===== config.mk =====
export PLATFORM = sky130hd
export DESIGN_NAME = sigma_stage_multi_flat
export DESIGN_NICKNAME = d
export VERILOG_FILES = /design/src/rtl/sigma_pkg.sv /design/src/rtl/sigma_stage_multi_if.sv /design/src/rtl/sigma_lane.sv /design/src/rtl/sigma_stage_multi.sv /design/src/flat_wrapper.sv
export SDC_FILE = /design/constraint.sdc
export NUM_CORES = 1
export LEC_CHECK = 0
export BUFFER_PORTS_ARGS = -buffer_cell sky130_fd_sc_hd__buf_2
export CAP_MARGIN = 10
export CORE_MARGIN = 3
export CORE_UTILIZATION = 45
export CTS_CLUSTER_DIAMETER = 100
export DETAILED_ROUTE_END_ITERATION = 12
export PLACE_DENSITY = 0.68
export SETUP_SLACK_MARGIN = 0.15
export SYNTH_ARGS = -nofsm -noshare
export SYNTH_HDL_FRONTEND = slang
export SYNTH_SLANG_ARGS = --single-unit

===== constraint.sdc =====
create_clock -name clk -period 5.8 [get_ports clk]
set_clock_uncertainty 0.15 [all_clocks]
set_input_delay 1.16 -clock clk [delete_from_list [all_inputs] [get_ports clk]]
set_output_delay 1.16 -clock clk [all_outputs]
set_load 0.005 [all_outputs]

===== src/rtl/sigma_pkg.sv =====
// Shared types and legality checks for the multi-lane SHA-2 sigma stage.
package sigma_pkg;

  // Per-lane function select: small sigma ends in a logical shift, big sigma in a rotate.
  typedef enum logic {
    SIGMA_SMALL = 1'b0,
    SIGMA_BIG   = 1'b1
  } sigma_mode_e;

  // Job control states.
  typedef enum logic {
    IDLE = 1'b0,
    RUN  = 1'b1
  } sigma_state_e;

  // Supported word widths (SHA-256 and SHA-512) and lane-count limits.
  localparam int SIGMA_W32    = 32;
  localparam int SIGMA_W64    = 64;
  localparam int SIGMA_MIN_CH = 1;
  localparam int SIGMA_MAX_CH = 8;

  function automatic bit sigma_width_ok(input int w);
    return (w == SIGMA_W32) || (w == SIGMA_W64);
  endfunction

  function automatic bit sigma_lanes_ok(input int n);
    return (n >= SIGMA_MIN_CH) && (n <= SIGMA_MAX_CH);
  endfunction

endpackage


===== src/rtl/sigma_stage_multi_if.sv =====
// Streaming word-set handshake between the sigma stage and its neighbours.
// The master side produces input word sets and consumes results; the slave
// side is the sigma stage itself.
interface sigma_stage_multi_if #(
  parameter int DATA_W = 32,
  parameter int N_CH   = 2
) ();

  logic [N_CH*DATA_W-1:0] in_data;
  logic                   in_valid;
  logic                   in_ready;
  logic [N_CH*DATA_W-1:0] out_data;
  logic                   out_valid;
  logic                   out_ready;

  modport master (
    output in_data,
    output in_valid,
    input  in_ready,
    input  out_data,
    input  out_valid,
    output out_ready
  );

  modport slave (
    input  in_data,
    input  in_valid,
    output in_ready,
    output out_data,
    output out_valid,
    input  out_ready
  );

endinterface


===== src/rtl/sigma_lane.sv =====
// One rotate/shift/XOR lane: stage 1 holds the three rotated/shifted copies,
// stage 2 holds their XOR. Pure datapath; the caller owns valid tracking and
// supplies the advance enable.
module sigma_lane
  import sigma_pkg::*;
#(
  parameter  int DATA_W  = 32,
  localparam int SHIFT_W = $clog2(DATA_W)
) (
  input  logic                 clk,
  input  logic                 rst,
  input  logic                 en,
  input  logic [DATA_W-1:0]    x,
  input  logic [3*SHIFT_W-1:0] amt,
  input  sigma_mode_e          mode,
  output logic [DATA_W-1:0]    y
);

  // Rotate right: take the low word of the doubled operand shifted right.
  // A zero amount returns the operand unchanged.
  function automatic logic [DATA_W-1:0] rotr(input logic [DATA_W-1:0] v,
                                             input logic [SHIFT_W-1:0] k);
    logic [2*DATA_W-1:0] dbl;
    dbl = {v, v} >> k;
    return dbl[DATA_W-1:0];
  endfunction

  // Logical shift right with zero fill.
  function automatic logic [DATA_W-1:0] shr(input logic [DATA_W-1:0] v,
                                            input logic [SHIFT_W-1:0] k);
    return v >> k;
  endfunction

  logic [SHIFT_W-1:0] amt_a;
  logic [SHIFT_W-1:0] amt_b;
  logic [SHIFT_W-1:0] amt_c;

  assign amt_a = amt[SHIFT_W-1:0];
  assign amt_b = amt[2*SHIFT_W-1:SHIFT_W];
  assign amt_c = amt[3*SHIFT_W-1:2*SHIFT_W];

  logic [DATA_W-1:0] term_a_p1;
  logic [DATA_W-1:0] term_b_p1;
  logic [DATA_W-1:0] term_c_p1;
  logic [DATA_W-1:0] y_p2;

  // ---- stage 1: rotated / shifted copies of the input word ----
  // Capture the three terms whenever the pipeline advances.
  always_ff @(posedge clk) begin
    if (en) begin
      term_a_p1 <= rotr(x, amt_a);
      term_b_p1 <= rotr(x, amt_b);
      term_c_p1 <= (mode == SIGMA_BIG) ? rotr(x, amt_c) : shr(x, amt_c);
    end
  end

  // ---- stage 2: XOR of the three terms, visible at the unit output ----
  // Output word is cleared on reset so the bus idles at zero.
  always_ff @(posedge clk) begin
    if (!rst) begin
      y_p2 <= '0;
    end else if (en) begin
      y_p2 <= term_a_p1 ^ term_b_p1 ^ term_c_p1;
    end
  end

  assign y = y_p2;

endmodule


===== src/rtl/sigma_stage_multi.sv =====
// N_CH-lane SHA-2 sigma functional unit with a two-stage valid/ready pipeline.
// A job starts on a single-cycle run pulse that latches lane amounts, lane
// modes and the output count; the job ends after len output handshakes, at
// which point busy drops and done stays high until the next run.
module sigma_stage_multi
  import sigma_pkg::*;
#(
  parameter  int DATA_W  = 32,
  parameter  int N_CH    = 2,
  parameter  int LEN_W   = 16,
  localparam int SHIFT_W = $clog2(DATA_W)
) (
  input  logic                      clk,
  input  logic                      rst,
  input  logic                      run,
  input  logic [LEN_W-1:0]          len,
  input  logic [N_CH*3*SHIFT_W-1:0] cfg_amt,
  input  logic [N_CH-1:0]           cfg_mode,
  sigma_stage_multi_if.slave        bus,
  output logic                      busy,
  output logic                      done
);

  if (!sigma_width_ok(DATA_W)) begin : g_bad_width
    $error("sigma_stage_multi: DATA_W must be 32 or 64");
  end

  if (!sigma_lanes_ok(N_CH)) begin : g_bad_lanes
    $error("sigma_stage_multi: N_CH must be in 1..8");
  end

  sigma_state_e state_q;
  sigma_state_e state_d;
  logic         done_q;
  logic         done_d;
  logic [LEN_W-1:0] cnt_q;
  logic [LEN_W-1:0] cnt_d;
  logic [LEN_W-1:0] cnt_inc;
  logic         vld_p1;
  logic         vld_p1_d;
  logic         vld_p2;
  logic         vld_p2_d;

  // Job configuration, frozen for the whole job.
  logic [LEN_W-1:0]          len_q;
  logic [N_CH*3*SHIFT_W-1:0] amt_q;
  logic [N_CH-1:0]           mode_q;

  logic en;
  logic in_ready;
  logic accept;
  logic hs;
  logic last_hs;
  logic [N_CH*DATA_W-1:0] out_w;

  // The whole pipeline moves together unless a result is waiting on a stalled
  // consumer; in_ready therefore follows out_ready combinationally.
  assign en       = !vld_p2 || bus.out_ready;
  assign busy     = (state_q == RUN);
  assign in_ready = en && busy;
  assign accept   = bus.in_valid && in_ready;
  assign hs       = vld_p2 && bus.out_ready;
  assign cnt_inc  = cnt_q + LEN_W'(1);
  assign last_hs  = hs && (cnt_inc == len_q);

  // Next-state, counter and valid-bit decisions; run overrides everything.
  always_comb begin
    state_d  = state_q;
    done_d   = done_q;
    cnt_d    = cnt_q;
    vld_p1_d = vld_p1;
    vld_p2_d = vld_p2;

    if (en) begin
      vld_p1_d = accept;
      vld_p2_d = vld_p1;
    end

    if (hs) begin
      cnt_d = cnt_inc;
    end

    case (state_q)
      IDLE: begin
      end
      RUN: begin
        // Final handshake: anything still in flight belongs to no job.
        if (last_hs) begin
          state_d  = IDLE;
          done_d   = 1'b1;
          vld_p1_d = 1'b0;
          vld_p2_d = 1'b0;
        end
      end
      default: state_d = IDLE;
    endcase

    // A new run flushes the pipeline and restarts counting; a zero-length job
    // completes immediately without producing outputs.
    if (run) begin
      cnt_d    = '0;
      vld_p1_d = 1'b0;
      vld_p2_d = 1'b0;
      if (len == '0) begin
        state_d = IDLE;
        done_d  = 1'b1;
      end else begin
        state_d = RUN;
        done_d  = 1'b0;
      end
    end
  end

  // Control registers: state, completion flag, output counter, stage valids.
  always_ff @(posedge clk) begin
    if (!rst) begin
      state_q <= IDLE;
      done_q  <= 1'b0;
      cnt_q   <= '0;
      vld_p1  <= 1'b0;
      vld_p2  <= 1'b0;
    end else begin
      state_q <= state_d;
      done_q  <= done_d;
      cnt_q   <= cnt_d;
      vld_p1  <= vld_p1_d;
      vld_p2  <= vld_p2_d;
    end
  end

  // Configuration is sampled only on run; pin changes mid-job have no effect.
  always_ff @(posedge clk) begin
    if (!rst) begin
      len_q  <= '0;
      amt_q  <= '0;
      mode_q <= '0;
    end else if (run) begin
      len_q  <= len;
      amt_q  <= cfg_amt;
      mode_q <= cfg_mode;
    end
  end

  for (genvar i = 0; i < N_CH; i++) begin : g_lane
    sigma_lane #(
      .DATA_W (DATA_W)
    ) u_lane (
      .clk  (clk),
      .rst  (rst),
      .en   (en),
      .x    (bus.in_data[i*DATA_W +: DATA_W]),
      .amt  (amt_q[i*3*SHIFT_W +: 3*SHIFT_W]),
      .mode (sigma_mode_e'(mode_q[i])),
      .y    (out_w[i*DATA_W +: DATA_W])
    );
  end

  assign bus.out_data  = out_w;
  assign bus.out_valid = vld_p2;
  assign bus.in_ready  = in_ready;
  assign done          = done_q;

endmodule


===== src/flat_wrapper.sv =====
// flat-port wrapper written by rule: the top's interface ports become plain ports
module sigma_stage_multi_flat import sigma_pkg::*;
#(
  parameter  int DATA_W  = 32,
  parameter  int N_CH    = 2,
  parameter  int LEN_W   = 16,
  localparam int SHIFT_W = $clog2(DATA_W)
)
  (clk, rst, run, len, cfg_amt, cfg_mode, busy, done, bus_in_data, bus_in_valid, bus_in_ready, bus_out_data, bus_out_valid, bus_out_ready);
  sigma_stage_multi_if #(.DATA_W(DATA_W), .N_CH(N_CH)) bus_i ();
  input  logic clk;
  input  logic rst;
  input  logic run;
  input  logic [LEN_W-1:0] len;
  input  logic [N_CH*3*SHIFT_W-1:0] cfg_amt;
  input  logic [N_CH-1:0] cfg_mode;
  output logic busy;
  output logic done;
  input wire logic [$bits(bus_i.in_data)-1:0] bus_in_data;
  input wire logic [$bits(bus_i.in_valid)-1:0] bus_in_valid;
  output wire logic [$bits(bus_i.in_ready)-1:0] bus_in_ready;
  output wire logic [$bits(bus_i.out_data)-1:0] bus_out_data;
  output wire logic [$bits(bus_i.out_valid)-1:0] bus_out_valid;
  input wire logic [$bits(bus_i.out_ready)-1:0] bus_out_ready;
  assign bus_i.in_data = bus_in_data;
  assign bus_i.in_valid = bus_in_valid;
  assign bus_in_ready = bus_i.in_ready;
  assign bus_out_data = bus_i.out_data;
  assign bus_out_valid = bus_i.out_valid;
  assign bus_i.out_ready = bus_out_ready;
  sigma_stage_multi #(.DATA_W(DATA_W), .N_CH(N_CH), .LEN_W(LEN_W)) u_core (.clk(clk), .rst(rst), .run(run), .len(len), .cfg_amt(cfg_amt), .cfg_mode(cfg_mode), .bus(bus_i), .busy(busy), .done(done));
endmodule

# Word-level counts from Yosys, hierarchy flattened
# Index checks and enable logic that the tools add are counted.
# W data, S select, Z words.
[word_totals]
inputBits = 117
rom_bits = 0
register_bits = 324
mem_count = 0
out_inout_bits = 68
ramBits = 0
latchBits = 0
word_cells = 58
[op_classes]
n_eq_ne = 1
n_div = 0
shifts = 8
mux = 16
n_lt_le_gt_ge = 0
addsub = 1
n_reduce_logical = 11
n_mul = 0
bitwise_logic = 5
[op_table]
columns = ["cell", "n"]
rows = [
  ["$shr A64 B5 Y32", 6],
  ["$xor A32 B32 Y32", 4],
  ["$mux W32", 2],
  ["$shr A32 B5 Y32", 2],
  ["$add A16 B1 Y16 const B", 1],
  ["$eq A16 B16 Y1", 1],
  ["$logic_not A16 Y1", 1],
  ["$mux W1", 14],
  ["$logic_and A1 B1 Y1", 4],
  ["$reduce_bool A2 Y1", 2],
  ["$reduce_and A2 Y1", 1],
  ["$reduce_or A2 Y1", 1],
  ["$logic_not A1 Y1", 1],
  ["$logic_or A1 B1 Y1", 1],
  ["$not A1 Y1", 1],
]

# Depth between registers and ports, before layout
[logic_depth]
ltp_word = 7
depth_mapped = 8
depth_no_buf = 7

# Hierarchy
# Synthesis repeated with hierarchy kept, for this count alone.
[hier_totals]
hier_cells = 2258
area_unflattened_um2 = 24758.7
[by_module_without_submodules]
columns = ["mod", "area_each_um2", "instances", "seq_area_each_um2", "cells_each"]
rows = [
  ["sigma_lane", 10835.4, 2, 3523.4, 963],
  ["sigma_stage_multi", 3088.0, 1, 1361.3, 332],
]

# Worst setup path before layout
# No wires, ideal clock.
[synth_timing]
path_kind = "input port to flip-flop"
from = "input bus_out_ready"
to = "register u_core.vld_p1"
n_path_buf = 2
stages = 7
required_ns = 5.564
arrival_ns = 5.994
setup_slack_ns = -0.430
setup_ns = 0.086
path_cell_list = "buf_2 > nor2b_1 > clkbuf_1 > inv_1 > and3_1 > a21oi_1 > a211oi_1"
[synth_between]
elab_chain_cells = 6
elab_cells_between_ends = 8
classes_between = "mux: 3; reduce/logical: 5"
[synth_lines]
columns = ["element", "line_no", "source"]
rows = [
  ["from (decl)", "flat_wrapper.sv:24", "input wire logic [$bits(bus_i.out_ready)-1:0] bus_out_ready;"],
  ["$logic_or A1 B1 Y1", "sigma_stage_multi.sv:58", "assign en = !vld_p2 || bus.out_ready;"],
  ["$logic_and A1 B1 Y1", "sigma_stage_multi.sv:60", "assign in_ready = en && busy;"],
  ["$logic_and A1 B1 Y1", "sigma_stage_multi.sv:61", "assign accept = bus.in_valid && in_ready;"],
  ["$mux W1", "sigma_stage_multi.sv:74", "if (en) begin"],
  ["$mux W1", "sigma_stage_multi.sv:88", "if (last_hs) begin"],
  ["$mux W1 *", "sigma_stage_multi.sv:83", "case (state_q)"],
  ["to (signal assigned)", "sigma_stage_multi.sv:126", "vld_p1 <= vld_p1_d;"],
  ["to (decl)", "sigma_stage_multi.sv:39", "logic vld_p1;"],
]
# Every way passes the cells marked *; elsewhere a longest branch is shown, timed or not.
# A chain may end at the register's enable or synchronous reset.

# Worst setup path in the final report
[layout_timing]
from = "input bus_out_ready"
to = "output bus_in_ready"
[layout_between]
elab_chain_cells = 2
[layout_lines]
columns = ["element", "line_no", "source"]
rows = [
  ["$logic_or A1 B1 Y1", "sigma_stage_multi.sv:58", ""],
  ["$logic_and A1 B1 Y1", "sigma_stage_multi.sv:60", ""],
  ["to (decl)", "flat_wrapper.sv:21", "output wire logic [$bits(bus_i.in_ready)-1:0] bus_in_ready;"],
]
# Every way passes these cells.

==> impl_metrics.py <==
metrics = {
    "synth": {
        "synth_top_family_by_area": "multiplexers",
        "synth.area.mux_share_pct": 35.3,
        "synth-xor-area-share_pct": 6.03,
        "postSynthAreaPerCell_sq_um": 10.7,
        "syn_area_sq_um": 23300,
        "synth_ff_type": "edfxtp_1",
        "synth_compound_area_share_pct": 7.43,
        "synth_nets": 2284,
        "yosysTopAreaCell": "edfxtp_1",
        "synth-seq-cells": 324,
        "synthAdderAreaFrac_pct": 0.108,
        "netlist_instances": 2165,
        "yosysUniqueCellTypes": 58,
        "synth-simple-area-share_pct": 10.6,
        "synth_top_area_share_pct": 24.8,
        "async_flop_share_pct": 0,
        "synth_warnings": 0,
        "synth-edff-count": 192,
        "synth_area_leaders": "edfxtp_1 (25%), mux4_2 (18%), mux2i_1 (14%), dfxtp_1 (11%), nand2_1 (5.1%)",
        "synth-seq-area-share_pct": 36.2,
    },
    "final_layout": {
        "final_util_pct": 50.4,
        "fillers": 4412,
        "nets": 2281,
        "final_cell_mix": "mux2i_1 (318), nand2_1 (315), o21ai_0 (234), edfxtp_1 (192), mux4_2 (185)",
        "final_common_cell": "mux2i_1",
        "design_area_sq_um": 25500,
        "syn2layout_area_growth_pct": 9.53,
        "drive_gt1_share_pct": 25.0,
    },
    "grt": {
        "overflow": 0,
        "grt_pass1_wl_mm": 97.2,
        "grtUsageTotal_pct": 23.5,
        "antenna_found_initial": 12,
        "grt_pass1_vias": 15429,
        "grt_start_max_net_pins": 115,
    },
    "routing": {
        "via_count": 17164,
        "drt_iter0_drc": 2112,
        "drc": 0,
        "detail-route-antenna-nets": 0,
        "drt-pass1-iter-count": 6,
        "drt-total-wl_mm": 65.1,
        "wl_per_cell_um": 22.7,
        "vias_per_cell": 5.98,
    },
    "placement": {
        "gp_congestion": 0.979,
        "post-place-ws_ns": 1.91,
        "placed_cell_area_sq_um": 24200,
        "dp_hpwl_mm": 49.3,
        "io_buffers": 184,
    },
    "timing": {
        "fin_ws_ns": 2.48,
        "slew_headroom_pct": 25.2,
        "final-setup-viol-count": 0,
        "max_freq_mhz": 301,
        "final.min_clock_period_ns": 3.32,
        "finalHoldViolCount": 0,
        "slew_viol_final": 0,
        "grt_setup_unrepaired": "false",
        "setup-tns-final_ns": 0,
        "tightest_slew_ns": 1.12,
        "post-route-period-util_pct": 57.3,
    },
    "setup_path": {
        "crit_fanout": 46,
        "max_stage_delay_ns": 0.36,
        "crit_arrival_ns": 2.01,
        "path_class": "in -> out",
        "required_ns": 4.49,
        "path_cells": "buf_2 > nor2b_4 > buf_4 > nor2_1 > buf_2",
        "crit_path_end_kind": "primary output",
        "critPathTopFamily": "buffers and inverters",
        "crit_slowest_cell": "buf_4",
        "worst-path-buf-inv": 3,
        "critPathMostFrequentCell": "buf_2",
        "start_kind": "input port",
    },
    "floorplanning": {
        "die_y_um": 233,
        "die_w_um": 233,
        "start_util_pct": 46.0,
        "row_count": 82,
        "core_sq_um": 50600,
        "die_area_sq_um": 54400,
        "ios": 185,
    },
    "pwr": {
        "clockPowerShare_pct": 30.5,
        "intPower_uw": 5320,
        "peakVddDrop_mv": 0.178,
        "comb_power_share_pct": 28.1,
        "switchingPower_uw": 2480,
        "p_leak_uw": 0.00929,
        "power_density_nw_per_um2": 306,
        "swShare_pct": 31.8,
        "power_frac_seq_pct": 41.4,
    },
    "clocking": {
        "cts_setup_buffers": 0,
        "cts_resized": 0,
        "htree_levels": 2,
        "path_clk_slew_ns": 0.05,
        "cts.sink_count": 324,
        "cts_tree": "yes",
        "holdBufCountCts": 0,
        "cts_root_buf": "clkbuf_16",
        "cts_buffers": 38,
        "cts_buffer_depth": 3,
        "insertion_delay_ns": 0.56,
    },
    "min_path": {
        "hp-class": "reg -> reg",
    },
    "status": {
        "status": "finished, final reports clean",
    },
    "flow_run": {
        "max-cap-violations": 0,
    },
}
## stage by stage
| stage | power (uW) | instances | hold WS (ns) |
|---|---|---|---|
| after global routing | 8190 | 2865 | 0.404 |
| final | 7800 | 2869 | 0.357 |
| after floorplan | 4630 | 2165 | 0.328 |
| after global placement | 5370 | 2794 | 0.348 |
| after detailed placement | 5440 | 2794 | 0.351 |
| after CTS | 7840 | 2862 | 0.360 |
## cell type report
| class | count | area, sq um | share of cell area, % |
|---|---|---|---|
| Tap cell | 672 | 841 | 3.30 |
| Antenna cell | 7 | 17.5 | 0.0688 |
| Sequential cell | 324 | 8420 | 33.1 |
| Timing Repair Buffer | 201 | 1060 | 4.18 |
| Clock buffer | 51 | 1030 | 4.05 |
| Inverter | 16 | 63.8 | 0.251 |
| Clock inverter | 17 | 200 | 0.786 |
| Multi-Input combinational cell | 1581 | 13800 | 54.3 |
## power groups by stage
| stage | Combinational [uW] | Sequential (uW) | Clock [uW] |
|---|---|---|---|
| finish | 2190 | 3230 | 2380 |
| global placement | 2110 | 3260 | 0 |
| global route | 2380 | 3280 | 2530 |
| floorplan | 1500 | 3130 | 0 |
| detailed placement | 2160 | 3280 | 0 |
| CTS | 2170 | 3230 | 2440 |
## routing by layer
| metal | wire length, um | track usage [%] | up-vias |
|---|---|---|---|
| li1 | - | - | 7940 |
| met1 | 30300 | 37.8 | 8261 |
| met2 | 25900 | 31.3 | 877 |
| met3 | 7960 | 6.49 | 74 |
| met4 | 923 | 4.33 | 12 |
| met5 | 65 | 0 | - |
## worst min-delay path, stage by stage (launching register included)
cell      delay, ns
dfxtp_1        0.31
nor2_1         0.10
a211oi_1       0.05
## state kept, by name, summed over array words and instances (netlist names)
signal                          count
u_core.g_lane.u_lane.term_a_p1     64
u_core.g_lane.u_lane.term_b_p1     64
u_core.g_lane.u_lane.term_c_p1     64
u_core.g_lane.u_lane.y             64
u_core.amt_q                       30
u_core.cnt_q                       16
u_core.len_q                       16
u_core.mode_q                       2
u_core.bus.out_valid                1
u_core.busy                         1
u_core.done                         1
u_core.vld_p1                       1
## synthesized netlist by cell type, types with 3 or more instances
library cell  instances
a21oi_1               7
inv_2                 3
nand3_1              12
clkbuf_1            181
mux4_2              185
mux2_2               77
nor4_1                7
xnor2_1              82
nor2_1               32
and2_1               69
nor3_1                8
or2_2                 3
a31oi_1               3
nor3b_1               3
or3_2                 3
mux2i_1             318
dfxtp_1             132
buf_1                34
buf_2                25
o22ai_1              32
o21ai_0             234
o22a_1                9
a22oi_1               6
nor2b_1              55
inv_1                13
a21o_1                3
edfxtp_1            192
nand2_1             315
nand4_1               7
xor2_1               78
## path summary, 6_finish.rpt
kind	from	slack [ns]	to	depth (start not counted)
setup / recovery	bus_out_ready	2.48	bus_in_ready	5
hold / removal	u_core.vld_p1	0.36	u_core.bus.out_valid	2
setup reg to reg	u_core.amt_q[15]	2.64	u_core.g_lane[1].u_lane.term_a_p1[7]	4
hold reg to reg	u_core.vld_p1	0.36	u_core.bus.out_valid	2
## cell families (layout without fill, tap and decap cells)
kind of cell	Yosys count	count (layout)
multiplexers	580	580
AND/OR/NAND/NOR	527	527
adder cells (fa/ha/maj)	2	2
XOR/XNOR	160	160
buffers and inverters	260	285
other	0	7
AO/OA/AOI/OAI	312	312
flip-flops	324	324
Note: power is estimated with default switching activity, not from simulation.
